[config.mk]
export PLATFORM = sky130hd
export DESIGN_NAME = mux_rr_arbiter
export DESIGN_NICKNAME = d
export VERILOG_FILES = /design/src/rtl/mux_rr_arbiter_pkg.sv /design/src/rtl/mux_rr_arbiter_mux.sv /design/src/rtl/mux_rr_arbiter.sv
export SDC_FILE = /design/constraint.sdc
export NUM_CORES = 1
export LEC_CHECK = 0
export CORE_ASPECT_RATIO = 1.1
export CORE_MARGIN = 2
export CORE_UTILIZATION = 32
export CTS_CLUSTER_DIAMETER = 30
export DETAILED_ROUTE_END_ITERATION = 8
export PLACE_DENSITY = 0.75
export SETUP_SLACK_MARGIN = 0.02
export SYNTH_ARGS = -nofsm -noshare
export SYNTH_HDL_FRONTEND = slang
export SYNTH_HIERARCHICAL = 1
export SYNTH_SLANG_ARGS = --single-unit
[constraint.sdc]
create_clock -name clk -period 1.5 [get_ports clk]
set_input_delay 0.15 -clock clk [delete_from_list [all_inputs] [get_ports clk]]
set_output_delay 0.15 -clock clk [all_outputs]
set_load 0.05 [all_outputs]
[src/rtl/mux_rr_arbiter_pkg.sv]
// mux_rr_arbiter_pkg
//   Shared definitions for the round-robin MUX arbiter. It holds the
//   arbiter state encoding, the default burst length and a constant
//   clog2 helper. The helper sizes the select and burst-count buses.
package mux_rr_arbiter_pkg;

   localparam int DEFAULT_BURST = 4;

   typedef enum logic {
      ST_IDLE  = 1'b0,
      ST_BURST = 1'b1
   } arb_state_e;

   // Ceiling log2, usable in parameter and port declarations.
   // The arbiter only calls it with n >= 2.
   function automatic int clog2(input int n);
      int r;
      int v;
      r = 0;
      v = 1;
      while (v < n) begin
         v = v * 2;
         r = r + 1;
      end
      return r;
   endfunction

endpackage

[src/rtl/mux_rr_arbiter_mux.sv]
// mux_rr_arbiter_mux
//   Data-selection multiplexer. It chooses one WIDTH-bit word out of SEL
//   packed words.
// Ports:
//   in   [SEL*WIDTH]  packed words; word i is at [i*WIDTH +: WIDTH]
//   sel  [clog2(SEL)] index of the word to forward
//   out  [WIDTH]      selected word (zero if sel >= SEL)
module mux_rr_arbiter_mux
   import mux_rr_arbiter_pkg::*;
#(
   parameter int WIDTH = 8,
   parameter int SEL   = 4
) (
   input  logic [SEL*WIDTH-1:0]  in,
   input  logic [clog2(SEL)-1:0] sel,
   output logic [WIDTH-1:0]      out
);

   localparam int SW = clog2(SEL);

   // Compare against each legal index. A select value outside the range
   // can then never index past the packed input.
   always_comb begin
      // NOTE: assign a default first, so that every path through the block
      // drives out and no latch is inferred.
      out = '0;
      for (int i = 0; i < SEL; i++) begin
         if (sel == SW'(i)) out = in[i*WIDTH +: WIDTH];
      end
   end

endmodule

[src/rtl/mux_rr_arbiter.sv]
// mux_rr_arbiter
//   Lets SEL requesters share one WIDTH-bit output stream. Grants are
//   given round-robin. Each grant allows at most BURST transfers. An idle
//   cycle always separates two grants.
//   Optional build macro MUX_ARB_PRIORITY_EN: when it is defined,
//   requester 0 wins every arbitration it takes part in, and its grants do
//   not move the round-robin pointer.
// Ports:
//   clk        system clock
//   rst        synchronous active-high reset
//   req        [SEL]        per-requester request level
//   in         [SEL*WIDTH]  packed requester data (i at [i*WIDTH +: WIDTH])
//   ack        [SEL]        one-hot pulse: the granted word is consumed
//   out_data   [WIDTH]      data of the granted requester
//   out_valid               out_data is valid
//   out_ready               consumer accepts out_data
//   gnt        [SEL]        one-hot current grant, 0 when idle
//   sel        [clog2(SEL)] encoded grant; holds its value while idle
module mux_rr_arbiter
   import mux_rr_arbiter_pkg::*;
#(
   parameter int WIDTH = 8,
   parameter int SEL   = 4,
   parameter int BURST = DEFAULT_BURST
) (
   input  logic                  clk,
   input  logic                  rst,
   input  logic [SEL-1:0]        req,
   input  logic [SEL*WIDTH-1:0]  in,
   output logic [SEL-1:0]        ack,
   output logic [WIDTH-1:0]      out_data,
   output logic                  out_valid,
   input  logic                  out_ready,
   output logic [SEL-1:0]        gnt,
   output logic [clog2(SEL)-1:0] sel
);

   localparam int SW = clog2(SEL);
   localparam int CW = clog2(BURST + 1);

   if (BURST < 1) begin : g_bad_burst
      $error("mux_rr_arbiter: BURST must be at least 1");
   end
   if (SEL < 2 || SEL > 32) begin : g_bad_sel
      $error("mux_rr_arbiter: SEL must be in 2..32");
   end

   arb_state_e     state;
   logic [CW-1:0]  cnt;
   logic [SW-1:0]  last;
   logic [SW-1:0]  pick;
   logic           xfer;
   logic           burst_end;

   // Return the first requester after p, wrapping around from SEL-1 to 0.
   // The loop walks from the farthest offset down to the nearest one, so
   // the nearest active requester is the one that remains in pick.
   function automatic logic [SW-1:0] rr_pick(input logic [SEL-1:0] r,
                                              input logic [SW-1:0]  p);
      logic [SW-1:0] res;
      int            idx;
      res = p;
      for (int k = SEL; k >= 1; k--) begin
         idx = (int'(p) + k) % SEL;
         if (r[idx]) res = SW'(idx);
      end
      return res;
   endfunction

`ifdef MUX_ARB_PRIORITY_EN
   assign pick = req[0] ? '0 : rr_pick(req, last);
`else
   assign pick = rr_pick(req, last);
`endif

   // A cycle in which reset is asserted never counts as a transfer. This
   // keeps the consumer from taking a word that would never be acked.
   assign out_valid = !rst && (state == ST_BURST) && req[sel];
   assign xfer      = out_valid && out_ready;
   assign ack       = xfer ? (SEL'(1) << sel) : '0;
   assign burst_end = !req[sel] || (xfer && (cnt == CW'(BURST - 1)));

   always_ff @(posedge clk) begin
      // NOTE: sequential state uses non-blocking assignments only. Every
      // register then updates from values sampled before the clock edge.
      if (rst) begin
         state <= ST_IDLE;
         gnt   <= '0;
         sel   <= '0;
         cnt   <= '0;
         last  <= SW'(SEL - 1);
      end else begin
         case (state)
            ST_IDLE: begin
               if (|req) begin
                  gnt   <= SEL'(1) << pick;
                  sel   <= pick;
                  cnt   <= '0;
                  state <= ST_BURST;
               end
            end
            ST_BURST: begin
               if (burst_end) begin
                  state <= ST_IDLE;
                  gnt   <= '0;
                  cnt   <= '0;
`ifdef MUX_ARB_PRIORITY_EN
                  // A priority grant of requester 0 leaves the pointer
                  // where it was.
                  if (sel != '0) last <= sel;
`else
                  last  <= sel;
`endif
               end else if (xfer) begin
                  cnt <= cnt + 1'b1;
               end
            end
            default: state <= ST_IDLE;
         endcase
      end
   end

   mux_rr_arbiter_mux #(
      .WIDTH (WIDTH),
      .SEL   (SEL)
   ) u_mux (
      .in  (in),
      .sel (sel),
      .out (out_data)
   );

endmodule

Word level (Yosys, flattened, before mapping):

Index checks and enable logic that the tools add are counted.

* bits in registers: 12
* output and inout bits: 19

* $add $sub $neg: 5
* order comparisons: 5
* equal/unequal tests: 7
* shift operators: 2
* multiplexer cells: 33
* bitwise operators: 5
* reduce and logical (&&, ||, !) cells: 17

Operator list (count)
* $mux W8: 4
* $lt A3 B4 Y1 const B: 4
* $mux W4: 3
* $mux W1: 11
* $bmux W1 S2: 5
* $mux W3: 3
* $mux W2: 4
* $pmux W4 S2: 1
* $reduce_and A2 Y1: 4
* $reduce_or A2 Y1: 4
* $shl A1 B2 Y4 const A: 2
* $pmux W3 S2: 1
* $add A2 B1 Y2 const B: 2
* $add A2 B2 Y2 const B: 2
* $and A1 B1 Y1 const A: 4
* $eq A2 B2 Y1 const B: 2
* $logic_and A1 B1 Y1: 4
* $reduce_or A4 Y1: 1
* $add A3 B1 Y3 const B: 1
* $eq A3 B2 Y1 const B: 1
* $lt A2 B3 Y1 const B: 1
* $ne A3 B1 Y1 const B: 1
* $eq A2 B1 Y1 const B: 1
* $logic_not A1 Y1: 2
* other kinds (6): 6

Depth between registers and ports, before layout:

* word-level depth: 13
* depth in mapped cells: 6

By module:

Netlist, hierarchy kept.

By module, submodules not included
* mux_rr_arbiter: times used 1, cells an instance 83, area each 706.9 sq um
* mux_rr_arbiter_mux: times used 1, cells an instance 10, area each 196.4 sq um

Worst setup path before layout:

Ideal clock, no wire load.

* kind: reg-to-output
* from: register sel[0]
* to: output ack[0]
* arrival: 2.326 ns
* slack: -0.976 ns
* stages on the path, launching flop included: 3
* path through: dfxtp_1 buf_6 nor4b_1

* word-level cells in the longest chain between the ends: 5

Ends and longest elaborated chain
* start, declared: line mux_rr_arbiter.sv:35 `output logic [clog2(SEL)-1:0] sel`
* start signal, assigned: line mux_rr_arbiter.sv:97 `sel <= pick;`
* $bmux W1 S2: line mux_rr_arbiter.sv:78 `assign out_valid = !rst && (state == ST_BURST) && req[sel];`
* $mux W1 (implied by the code): line mux_rr_arbiter.sv:78
* $logic_and A1 B1 Y1: line mux_rr_arbiter.sv:78
* $logic_and A1 B1 Y1: line mux_rr_arbiter.sv:79 `assign xfer = out_valid && out_ready;`
* $mux W4 *: line mux_rr_arbiter.sv:80 `assign ack = xfer ? (SEL'(1) << sel) : '0;`
* end, declared: line mux_rr_arbiter.sv:30 `output logic [SEL-1:0] ack,`

Every way passes the cells marked *; elsewhere a longest branch is shown, timed or not. The select of a mux whose other input is x is not followed.

Worst setup path in the final report:

* from: register sel[0]
* to: output out_valid

* word-level cells in the longest chain between the ends: 3

Ends and longest elaborated chain
* $bmux W1 S2: line mux_rr_arbiter.sv:78
* $mux W1 (implied by the code): line mux_rr_arbiter.sv:78
* $logic_and A1 B1 Y1: line mux_rr_arbiter.sv:78
* end, declared: line mux_rr_arbiter.sv:32 `output logic out_valid,`

No other way between the ends. The select of a mux whose other input is x is not followed.

==> impl_results.rst <==
.. list-table::
   :header-rows: 1

   * - Metric
     - Value
   * - Result of the run
     - finished, violations left
   * - Violated checks
     - setup timing
   * - Boundary pin count
     - 58
   * - Count of endpoints failing hold in the final timing report
     - 0
   * - Final worst-path cycle share
     - 1.12
   * - Die footprint
     - approximately 3300 um2
   * - Transition time of the tightest slew-check pin
     - 0.263 ns
   * - Level count of the clock H-tree
     - 1
   * - Final weighted congestion of routability-driven global placement
     - 0.801
   * - Setup TNS after final layout
     - -1.99 ns
   * - RSZ-0062 raised after global routing
     - yes
   * - Endpoint arrival time on the critical path
     - 1.52 ns
   * - TritonCTS clock tree
     - yes
   * - Pre-antenna DRT Iters
     - 4
   * - Clock Pin Slew Worst Setup and Hold Paths
     - 0.07 ns
   * - Crit path max-delay cell type
     - sky130_fd_sc_hd__mux4_2
   * - Count of maximum capacitance violations
     - 0
   * - Aggregate global-route resource usage
     - 0.208
   * - Critical path class
     - register to output pin
   * - Post-synth EDFFs
     - 0
   * - Primary flip-flop cell chosen by synthesis mapping
     - sky130_fd_sc_hd__dfxtp_1
   * - NumNets Final
     - 213
   * - TritonCTS buffer count
     - 3
   * - Global-route wire length before repair
     - 5000 um
   * - Synth Net Count
     - 134
   * - DIE WIDTH
     - between 50 and 60 um
   * - Total congestion overflow
     - 0
   * - Via count of the first global-routing pass
     - 1123
   * - Cell chain of the critical path
     - mux4_2 -> and3_4 -> buf_8
   * - Standard-cell row count
     - 20
   * - Starting density of the core
     - 0.331
   * - Kind of end point of the critical path
     - output pin
   * - Count of nets left with antenna violations after detail routing
     - 0
   * - Fin util
     - 0.694
   * - Library cells used by synthesis
     - 35
   * - Per-cell routed wire length
     - between 15 and 20 um
   * - Cell area after technology mapping
     - about 900 um2
   * - Die span in y
     - roughly 60 um
   * - Leak
     - between 0.7 and 0.8 nW
   * - Max-slew violation total from the final report
     - 0
   * - Fraction of final layout cells with drive strength greater than 1
     - 0.427
   * - Number of warning messages in the yosys log
     - 6
   * - Setup slack after layout
     - -0.175 ns
   * - Hold buffers post-CTS
     - 0
   * - Largest net degree at the start of global routing
     - 11
   * - Layout area overhead
     - 109%
   * - Post-Syn Area per Cell
     - between 9 and 10 um2
   * - Post-synthesis sequential area ratio
     - 0.266
   * - Total of endpoints with negative setup slack in the final report
     - 20
   * - Core Area
     - 2730 um2
   * - Worst skew pair latency
     - 0.27 ns
   * - Antenna violations before repair
     - 0
   * - # clock sinks
     - 12
   * - Worst vdd ir
     - 0.678 mV
   * - Post-synthesis cell count
     - 93
   * - CP delay by family, top
     - multiplexers
   * - DRC violation count after routing
     - 0
   * - Power per unit of standard cell area
     - approximately 780 nW/um2
   * - Root cell of the clock tree
     - sky130_fd_sc_hd__clkbuf_4
   * - Drt first-iter violations
     - 14
   * - Crit path required time
     - 1.35 ns
   * - CTS Buffer Depth
     - 2
   * - Post-synthesis sequential element count
     - 12
   * - Timing-limited maximum frequency
     - 597 MHz
   * - Post-synthesis async set-or-reset flop share
     - 0
   * - Port-buffer cells
     - between 50 and 60
   * - Maximum cell stage delay along the critical path
     - ~0.55 ns
   * - DR vias
     - 1095
   * - Maximum net fanout on the critical path
     - 3
   * - Half-perimeter wire length of the detailed placement result
     - 2620 um
   * - Critical path buffer and inverter count
     - 1
   * - Post-Route Skew
     - 0.00161 ns
   * - Clock period minus worst slack
     - 1.67 ns
   * - Worst max-slew margin expressed relative to the limit
     - 0.824
   * - Min-delay worst type
     - register to register
   * - Number of inserted diodes
     - 0
   * - Wire length after detailed routing
     - ~3300 um
   * - Type of origin of the critical path
     - register
   * - Post-detailed-route via-to-cell ratio
     - 5.37
## report_power, final
| group | switching [mW] | leakage (nW) | total, mW | internal (mW) |
|---|---|---|---|---|
| logic | 0.414 | 0.647 | 0.833 | 0.420 |
| clock network | 0.106 | 0.0210 | 0.253 | 0.148 |
| registers | 0.0350 | 0.100 | 0.382 | 0.347 |
## metal layers
metal,up-vias,GRT usage,part of all wire
met4,0,0.0679,0.0091
met5,-,0,0
met3,4,0.0550,0.13
met2,54,0.395,0.54
met1,520,0.212,0.32
li1,517,-,-
## sequential cells by signal (all words and copies together), names as in the netlist
register / flops
state: 1
sel: 2
cnt: 3
last: 2
gnt: 4
## Yosys cell counts (2+ instances only)
cell / number / share of area
sky130_fd_sc_hd__dfxtp_1: 12 / 0.27
sky130_fd_sc_hd__nand2_1: 11 / 0.046
sky130_fd_sc_hd__mux4_2: 9 / 0.22
sky130_fd_sc_hd__nor3_1: 5 / 0.028
sky130_fd_sc_hd__a21oi_1: 4 / 0.022
sky130_fd_sc_hd__inv_1: 4 / 0.017
sky130_fd_sc_hd__nor2_1: 4 / 0.017
sky130_fd_sc_hd__o2bb2ai_1: 4 / 0.039
sky130_fd_sc_hd__nand2b_1: 3 / 0.021
sky130_fd_sc_hd__o21ai_1: 3 / 0.017
sky130_fd_sc_hd__a211oi_1: 2 / 0.017
sky130_fd_sc_hd__a32o_1: 2 / 0.022
sky130_fd_sc_hd__and3_1: 2 / 0.014
sky130_fd_sc_hd__buf_6: 2 / 0.025
sky130_fd_sc_hd__clkbuf_1: 2 / 0.0083
sky130_fd_sc_hd__ha_1: 2 / 0.028
sky130_fd_sc_hd__mux2_2: 2 / 0.025
sky130_fd_sc_hd__mux2i_1: 2 / 0.022
sky130_fd_sc_hd__nand3b_1: 2 / 0.017
## layout make-up
class / instances / area, um2
Timing Repair Buffer: 80 / 850
Fill cell: 196 / 836
Inverter: 4 / 15.0
Multi-Input combinational cell: 71 / 698
Clock buffer: 4 / 36.3
Tap cell: 33 / 41.3
Sequential cell: 12 / 251
## kinds of logic after synthesis
group | Yosys count | synth area share
adders and majority gates | 2 | 0.0277
DFF | 12 | 0.266
AOI/OAI and AO/OA | 20 | 0.157
muxes | 13 | 0.271
and+or+nand+nor | 36 | 0.217
buffers and inverters | 10 | 0.0609
## cell usage in the layout, fill, tap and decap left out, types with 3 or more instances in the layout
| cell type | instances |
|---|---|
| sky130_fd_sc_hd__dfxtp_1 | 9 |
| sky130_fd_sc_hd__nand2_1 | 8 |
| sky130_fd_sc_hd__clkbuf_4 | 3 |
| sky130_fd_sc_hd__buf_6 | 13 |
| sky130_fd_sc_hd__dfxtp_4 | 3 |
| sky130_fd_sc_hd__o2bb2ai_1 | 4 |
| sky130_fd_sc_hd__inv_1 | 4 |
| sky130_fd_sc_hd__nand2b_1 | 3 |
| sky130_fd_sc_hd__mux4_2 | 9 |
| sky130_fd_sc_hd__nor3_4 | 3 |
| sky130_fd_sc_hd__clkdlybuf4s50_1 | 37 |
| sky130_fd_sc_hd__buf_12 | 7 |
| sky130_fd_sc_hd__nor2_1 | 4 |
| sky130_fd_sc_hd__buf_4 | 20 |
## worst paths after layout
| check | cells past startpoint | slack [ns] | endpoint | startpoint |
|---|---|---|---|---|
| max | 3 | -0.17 | out_valid | sel[0] |
| min | 1 | 0.48 | gnt[1] | gnt[1] |
| max reg2reg | 4 | -0.13 | cnt[1] | sel[0] |
| min reg2reg | 1 | 0.48 | gnt[1] | gnt[1] |
## stage by stage
stage	cells	area [um2]	setup WS [ns]	power (mW)	hold slack [ns]
floorplan	93	953	-0.200	0.813	0.401
global placement	196	1710	-0.272	1.11	0.446
detailed placement	196	1710	-0.365	1.13	0.460
CTS	203	1840	-0.182	1.45	0.477
global route	204	1890	-0.221	1.54	0.493
finish	204	1890	-0.175	1.47	0.481
## what timing repair did
action                     CTS  global route
hold endpoints to repair     0             0
gates resized for setup     19            13
pin swaps                    2             6
gates cloned                 0             0
setup endpoints to repair   20            24
setup buffers                3             1
No activity file was read; power rests on OpenSTA's default activity.
